**src/rtl/mac_pkg.sv**
```systemverilog
// rtl/mac_pkg.sv - shared constants and state encodings for the MAC sequencer
package mac_pkg;

  localparam int LANES   = 4;
  localparam int BW      = 4;
  localparam int PSUM_BW = 16;
  localparam int CNT_BW  = 8;

  localparam logic [1:0] ST_IDLE = 2'd0;
  localparam logic [1:0] ST_RUN  = 2'd1;
  localparam logic [1:0] ST_DONE = 2'd2;

  // The unused code 2'd3 behaves as IDLE, so a corrupted state register recovers on its own.
  function automatic logic [1:0] state_decode(input logic [1:0] s);
    return (s == 2'd3) ? ST_IDLE : s;
  endfunction

endpackage

```
**src/rtl/mac_seq_ctrl.sv**
```systemverilog
// rtl/mac_seq_ctrl.sv - job sequencer and accumulator owner for the 4-lane MAC datapath
module mac_seq_ctrl
  import mac_pkg::*;
#(
  parameter int bw      = BW,
  parameter int psum_bw = PSUM_BW,
  parameter int cnt_bw  = CNT_BW
) (
  input  logic                  clk,
  input  logic                  reset,
  input  logic                  start,
  input  logic [cnt_bw-1:0]     len,
  input  logic                  abort,
  output logic                  busy,
  input  logic                  in_valid,
  output logic                  in_ready,
  input  logic [LANES*bw-1:0]   in_x,
  input  logic [LANES*bw-1:0]   in_w,
  output logic [LANES*bw-1:0]   dp_x,
  output logic [LANES*bw-1:0]   dp_w,
  output logic [psum_bw-1:0]    dp_psum,
  input  logic [psum_bw-1:0]    dp_out,
  output logic                  out_valid,
  input  logic                  out_ready,
  output logic [psum_bw-1:0]    out_data
);

  logic [1:0]         state;
  logic [1:0]         st;
  logic [psum_bw-1:0] acc;
  logic [cnt_bw-1:0]  cnt;
  logic               xfer;
  logic               accept;

  assign st   = state_decode(state);
  assign xfer = (st == ST_RUN) && in_valid;

  // A new job is taken from IDLE, or from DONE in the same cycle the result is consumed.
  assign accept = start && ((st == ST_IDLE) || ((st == ST_DONE) && out_ready));

  always_ff @(posedge clk or posedge reset) begin
    if (reset) begin
      state <= ST_IDLE;
      acc   <= '0;
      cnt   <= '0;
    end else if (abort) begin
      state <= ST_IDLE;
      acc   <= '0;
      cnt   <= '0;
    end else if (accept) begin
      state <= (len != '0) ? ST_RUN : ST_DONE;
      acc   <= '0;
      cnt   <= len;
    end else if (xfer) begin
      acc <= dp_out;
      cnt <= cnt - cnt_bw'(1);
      state <= (cnt == cnt_bw'(1)) ? ST_DONE : ST_RUN;
    end else if ((st == ST_DONE) && out_ready) begin
      state <= ST_IDLE;
    end else begin
      state <= st;
    end
  end

  assign busy      = (st != ST_IDLE);
  assign in_ready  = (st == ST_RUN);
  assign out_valid = (st == ST_DONE);
  assign out_data  = acc;
  assign dp_psum   = acc;

  // Operands are zeroed outside transfers so the datapath stays quiet.
  assign dp_x = xfer ? in_x : '0;
  assign dp_w = xfer ? in_w : '0;

endmodule

```
**config.mk**
```make
export PLATFORM = sky130hd
export DESIGN_NAME = mac_seq_ctrl
export DESIGN_NICKNAME = d
export VERILOG_FILES = /design/src/rtl/mac_pkg.sv /design/src/rtl/mac_seq_ctrl.sv
export SDC_FILE = /design/constraint.sdc
export NUM_CORES = 1
export LEC_CHECK = 0
export BUFFER_PORTS_ARGS = -buffer_cell sky130_fd_sc_hd__buf_2
export CAP_MARGIN = 40
export CORE_MARGIN = 8
export CORE_UTILIZATION = 43
export CTS_CLUSTER_SIZE = 8
export DETAILED_ROUTE_END_ITERATION = 8
export PLACE_DENSITY = 0.95
export SLEW_MARGIN = 0
export SYNTH_ARGS = -nofsm -noshare
export SYNTH_HDL_FRONTEND = slang
export SYNTH_SLANG_ARGS = --single-unit
```
**constraint.sdc**
```tcl
create_clock -name clk -period 2.6 [get_ports clk]
set_clock_uncertainty 0.1 [all_clocks]
set_input_delay 0.26 -clock clk [delete_from_list [all_inputs] [get_ports clk]]
set_output_delay 0.26 -clock clk [all_outputs]
set_load 0.1 [all_outputs]
```
==> impl_results.md, run 1 <==
* Clock root buffer: clkbuf_8
* Worst-Skew Late Latency at 0.27 ns
* Critical path origin: state[1]
* Grt ovf at 0
* Syn Inst Count at 165
* Initial drt markers at 69
* Actual slew at the worst max-slew pin at 0.677 ns
* Setup violations, final at 0
* Layout cells sized above 1 at 52.8%
* First-pass GRT wire length at approximately 8100 um
* # diodes at 0
* Post-layout nets at 339
* Final hold violations at 0
* PwrDens at slightly below 700 nW/um2
* Syn avg cell area at about 9.9 um2
* Syn_nets at 232
* Die footprint at 6040 um2
* Post-CTS setup buffer count at 0
* DR pass1 iterations at 4
* RePlAce Congestion at about 0.84
* Routed Antenna Nets at 0
* Placeable Area at 3660 um2
* Syn Std Cell Area at 1640 um2
* Hold-critical path depth at 2
* Tot Pwr at 0.00152 W
* Starting Density at 44.7%
* Final count of pins violating max slew at 0
* Clock sinks at 26
* Filler instances at 291
* Initial antenna violation count at 0
* Worst EP arrival at 1.88 ns
* Reg-to-reg startpoint: state[1]
* Crit path capture type: output port
* H-tree levels at 1
* Vias in the first global route at 1,662
* CTS tree: done
* Inst Count DP at 314
* Total Neg Setup Slack at 0 ns
* Worst Hold Class: primary input to register
* Chip width at 77.7 um
* Routed len/inst at 16.2 um
* Cell count of the worst reg-to-reg path at 5
* Fmax achieved at 446 MHz
* CTS buffer count at 3
* Max cap viols at 0
* Synth-to-Final Area Change at 38.1%
* Routed WL at 5170 um
* Hold path start: dp_out[10]
* CTS Buffer Depth at 2
* P_leak at 1.41 nW
* Period minus WS final at 2.24 ns
* Cell Rows at 22
* # IOs at about 130
* Worst Path Required at 2.24 ns
* Final period utilization at 86.3%
* RSZ-0062 raised after global routing: false
* Synth warnings at 0
* Status: finished clean
* Via count at 1,641
* Crit Path Category: register to output port
* Largest net degree at the start of global routing at 37
* Slew headroom at 54.9%
* PortBufs at 128
* Crit-path max FO at 36
* Die height at 77.7 um
* Sequential area share after synthesis at about 40%
* Total track usage at 16.0%
* DRC violations left at 0
* Peak supply drop at 0.000528 V
* Synth Register Bits at 26
* Distinct cell type count after synthesis at 32
* Vias per cell at 5.14
* CP startpoint kind: register
* Hpwl dp at 4180 um
* Clock transition at path regs at roughly 0.090 ns
* Finished Layout Cells at 319
-- critical path, stage by stage (launching register included) --
cell     delay, ns
dfrtp_1       0.39
inv_1         0.08
ha_2          0.48
and3_1        0.23
buf_2         0.42
-- cell usage after synthesis --
cell / count / area [um2]
and3b_1: 1 / 8.76
a21oi_2: 1 / 8.76
nand4_1: 1 / 6.26
buf_2: 1 / 5.00
a211oi_1: 4 / 30.0
and2_4: 1 / 8.76
inv_1: 6 / 22.5
clkbuf_1: 7 / 26.3
buf_6: 2 / 22.5
nand2_1: 6 / 22.5
xor2_1: 5 / 43.8
nor4_1: 2 / 12.5
and4bb_1: 1 / 12.5
and2b_4: 1 / 10.0
xnor2_1: 2 / 17.5
a22o_1: 16 / 140
nand3_1: 4 / 20.0
buf_4: 17 / 128
a211oi_2: 3 / 37.5
ha_1: 5 / 62.6
nand4b_1: 1 / 8.76
dfrtp_1: 26 / 651
nor3_4: 2 / 32.5
nand2b_1: 1 / 6.26
clkbuf_4: 1 / 7.51
nand3b_1: 1 / 7.51
nor3_1: 2 / 10.0
o211ai_1: 2 / 15.0
nor4_2: 1 / 12.5
nor2_1: 8 / 30.0
a21oi_1: 2 / 10.0
and3_1: 32 / 200
-- final timing paths --
check,slack [ns],endpoint
min in group asynchronous,0.43,dp_psum[0]
max reg2reg,0.45,dp_psum[14]
max,0.36,dp_w[3]
max in group asynchronous,1.53,cnt[2]
min,0.1,dp_psum[10]
min reg2reg,0.43,dp_psum[8]
-- metrics by stage --
| stage | hold WS [ns] | worst slack, ns | utilization (%) | area (um2) |
|---|---|---|---|---|
| after floorplan | 0.200 | 0.166 | - | 1640 |
| after global placement | 0.377 | 0.629 | 58.7 | 2150 |
| after detailed placement | 0.179 | 0.508 | 59.5 | 2180 |
| after CTS | 0.0970 | 0.359 | 61.7 | 2260 |
| after global routing | 0.0954 | 0.250 | 61.7 | 2260 |
| final | 0.0991 | 0.356 | 61.7 | 2260 |
-- state kept, by name, summed over array words and instances, names as in the netlist --
name	count
state	2
cnt	8
dp_psum	16
-- layout by cell type, fill, tap and decap left out, types with 5 or more instances in the layout --
cell,count
a22o_1,16
inv_1,6
nand2_1,6
buf_2,128
nor2_1,8
xor2_1,5
dfrtp_1,26
and3_1,32
-- cell type report --
cell class                      instances  area (um2)  share of cell area (%)
Tap cell                               48        60.1                    2.66
Multi-Input combinational cell        105         777                    34.4
Clock inverter                          1        30.0                    1.33
Sequential cell                        26         651                    28.8
Clock buffer                            3        41.3                    1.83
Timing Repair Buffer                  130         678                    30.0
Inverter                                6        22.5                   0.997
-- power breakdown --
group	switching [W]	leakage (nW)	internal (W)
logic	0.000565	1.02	0.000160
registers	0.0000320	0.353	0.000437
clock network	0.000124	0.0357	0.000206
total	0.000720	1.41	0.000803
-- routing by layer --
layer / track usage [%] / up-vias / routed length, um
met5: 0 / - / 0
met4: 3.40 / 0 / 45
met3: 7.60 / 7 / 585
met2: 29.0 / 95 / 2630
met1: 16.1 / 752 / 1910
li1: - / 787 / -
-- timing repair --
item | CTS | global route
hold buffers | 1 | 0
setup endpoints to repair | 0 | 0
resized for setup | 0 | 0
endpoints found under the hold margin | 9 | 0
-- logic make-up after synthesis --
family                   synth area share [%]
flip-flops                               39.8
buffers and inverters                    12.9
adder cells (fa/ha/maj)                  3.82
AND/OR/NAND/NOR                          25.0
XOR/XNOR                                 3.75
AO/OA/AOI/OAI                            14.8
No activity file was read; power rests on OpenSTA's default activity.
==> run 2: changes to the inputs <==
--- a/config.mk
+++ b/config.mk
@@ -7,8 +7,10 @@
 export LEC_CHECK = 0
 export BUFFER_PORTS_ARGS = -buffer_cell sky130_fd_sc_hd__buf_2
 export CAP_MARGIN = 40
+export CELL_PAD_IN_SITES_DETAIL_PLACEMENT = 1
+export CELL_PAD_IN_SITES_GLOBAL_PLACEMENT = 2
 export CORE_MARGIN = 8
-export CORE_UTILIZATION = 43
+export CORE_UTILIZATION = 22
 export CTS_CLUSTER_SIZE = 8
 export DETAILED_ROUTE_END_ITERATION = 8
 export PLACE_DENSITY = 0.95
==> run 2 against run 1 <==
Effect of this change:
- sequential share of layout area down 0.64 points
- core utilization fell by 30 points
- largest power group unchanged
- sequential power barely moved
- combinational power grew 0.6%
- sequential cell count unchanged
- critical path depth did not move
- worst hold slack barely moved
- routed wire length grew 16%
- register-to-register slack got worse by 0.03 ns
==> impl_results.md, run 2 (same netlist as run 1, synthesis figures left out) <==
* Status: finished clean
* Worst Path Required at 2.24 ns (about the same)
* Die height at 102 um (+32%)
* Clock power frac at 21.8% (+0.2 points)
* Hold-fix buffers, CTS at 1 (unchanged)
* Clock root buffer: clkbuf_8
* P_leak at 1.41 nW (-0.23%)
* Starting Density at 22.7% (-22 points)
* Final Cell Area at 2310 um2 (+2.3%)
* Cell Rows at 31 (+41%)
* DR pass1 iterations at 2 (-2)
* Finished Layout Cells at 371 (+16%)
* Layout cells sized above 1 at 52.9% (+0.17 points)
* CP startpoint kind: register
* RePlAce Congestion at 0.757 (-9.3%)
* Final count of pins violating max slew at 0 (unchanged)
* Post-CTS setup buffer count at 0 (unchanged)
* Actual slew at the worst max-slew pin at 0.618 ns (-0.0593 ns)
* Worst-Skew Late Latency at 0.27 ns (about the same)
* Slowest stage cell, crit path: ha_2
* Post-layout nets at 340 (+0.29%)
* Largest register FFs at 16 (unchanged)
* Int Pwr at 0.000802 W (about the same)
* Clock transition at path regs at 0.09 ns (about the same)
* Sw frac at 47.7% (+0.36 points)
* Flop pwr share at 30.7% (about the same)
* Setup violations, final at 0 (unchanged)
* Slew headroom at 58.7% (+3.8 points)
* Hpwl dp at 4950 um (+18%)
* CTS Buffer Depth at 2 (unchanged)
* Grt ovf at 0 (unchanged)
* Die footprint at 10,500 um2 (+73%)
* Worst EP arrival at 1.93 ns (+0.05 ns)
* Vias per cell at 4.49 (-13%)
* Post-DP Area at 2230 um2 (+2.4%)
* Clock sinks at 26 (unchanged)
* Routed Antenna Nets at 0 (unchanged)
* PostCTS Resize Cnt at 0 (unchanged)
* Initial antenna violation count at 0 (unchanged)
* Comb power frac at 47.5% (about the same)
* Synth-to-Final Area Change at 41.2%
* Commonest non-fill, non-tap cell in the layout: buf_2
* Inst Count DP at 366 (+17%)
* H-tree levels at 1 (unchanged)
* Largest net degree at the start of global routing at 37 (unchanged)
* Total Neg Setup Slack at 0 ns (unchanged)
* Fmax achieved at 437 MHz (-2.0%)
* Post-route worst setup slack at 0.311 ns (-0.0446 ns)
* Vias in the first global route at 1,803 (+8.5%)
* Placeable Area at 7210 um2 (+97%)
* Peak supply drop at 0.000235 V (-56%)
* Crit Path Category: register to output port
* # IOs at 129 (unchanged)
* PwrDens at 663 nW/um2 (-1.6%)
* Initial drt markers at 77 (+12%)
* CTS buffer count at 3 (unchanged)
* CTS tree: done
* CP max stage delay at 0.51 ns (+0.03 ns)
* First-pass GRT wire length at 9050 um (+12%)
* Routed len/inst at 16.2 um (-0.21%)
* Final period utilization at 88.0% (+1.7 points)
* Commonest cells after routing, fill and taps aside: buf_2 (128), and3_1 (32), dfrtp_1 (26), a22o_1 (16), nor2_1 (8)
* Crit path capture type: output port
* PortBufs at 128 (unchanged)
* Total track usage at 10.9% (-5.1 points)
* Switch Pwr at 0.000731 W (+1.4%)
* Final hold violations at 0 (unchanged)
* Chip width at 102 um (+32%)
* Period minus WS final at 2.29 ns (+0.0446 ns)
* DRC violations left at 0 (unchanged)
* Pre-CTS WS at 0.403 ns (-0.105 ns)
* Crit-path cells: inv_1 -> ha_2 -> and3_1 -> buf_2
* Worst Hold Class: primary input to register
* # diodes at 0 (unchanged)
* Max cap viols at 0 (unchanged)
* Via count at 1,666 (+1.5%)
* Crit-path max FO at 36 (unchanged)
* Routed WL at 6000 um (+16%)
* RSZ-0062 raised after global routing: false
## run 2: power by group through the flow
stage	clock network [W]	registers, W	logic, W
floorplan	0	0.000535	0.000546
global placement	0	0.000475	0.000722
detailed placement	0	0.000477	0.000731
CTS	0.000345	0.000470	0.000735
global route	0.000362	0.000475	0.000771
finish	0.000334	0.000470	0.000729
## run 2: worst max-delay path: cells and delay by family (launching register included)
family / cells / cell delay, ns
and+or+nand+nor: 1 / 0.23
adders and majority gates: 1 / 0.51
buffers and inverters: 2 / 0.52
DFF: 1 / 0.39
## run 2: layout make-up
class                   instances  area, um2
clock buffers                   3       41.3
inverters                       6       22.5
clock inverters                 1       30.0
multi-input cells             105        777
well taps                      99        124
flip-flops and latches         26        651
fillers                       894       4900
repair buffers                131        666
## run 2: path summary, 6_finish.rpt
path / depth (start not counted) / to / start / slack, ns
worst max-delay path: 4 / dp_w[6] / state[1] / 0.31
min in group asynchronous: 4 / dp_psum[1] / reset / 0.51
worst min register to register: 1 / dp_psum[1] / dp_psum[1] / 0.44
max in group asynchronous: 4 / dp_psum[6] / reset / 1.64
worst min-delay path: 2 / dp_psum[5] / dp_out[5] / 0.1
worst max register to register: 5 / dp_psum[11] / state[1] / 0.42
## run 2: per-layer routing
layer / GRT usage (%) / wire length (um) / up-vias
li1: - / - / 789
met1: 12.3 / 2470 / 795
met2: 18.7 / 2820 / 78
met3: 4.02 / 658 / 4
met4: 2.71 / 48 / 0
met5: 0 / 0 / -
## run 2: through the flow
stage	utilization, %	hold slack, ns	total power [W]
2_1_floorplan	-	0.200	0.00108
3_3_place_gp	30.9	0.233	0.00120
3_5_place_dp	30.9	0.239	0.00121
4_1_cts	32.0	0.0949	0.00155
5_1_grt	32.0	0.0910	0.00161
6_report	32.0	0.0992	0.00153
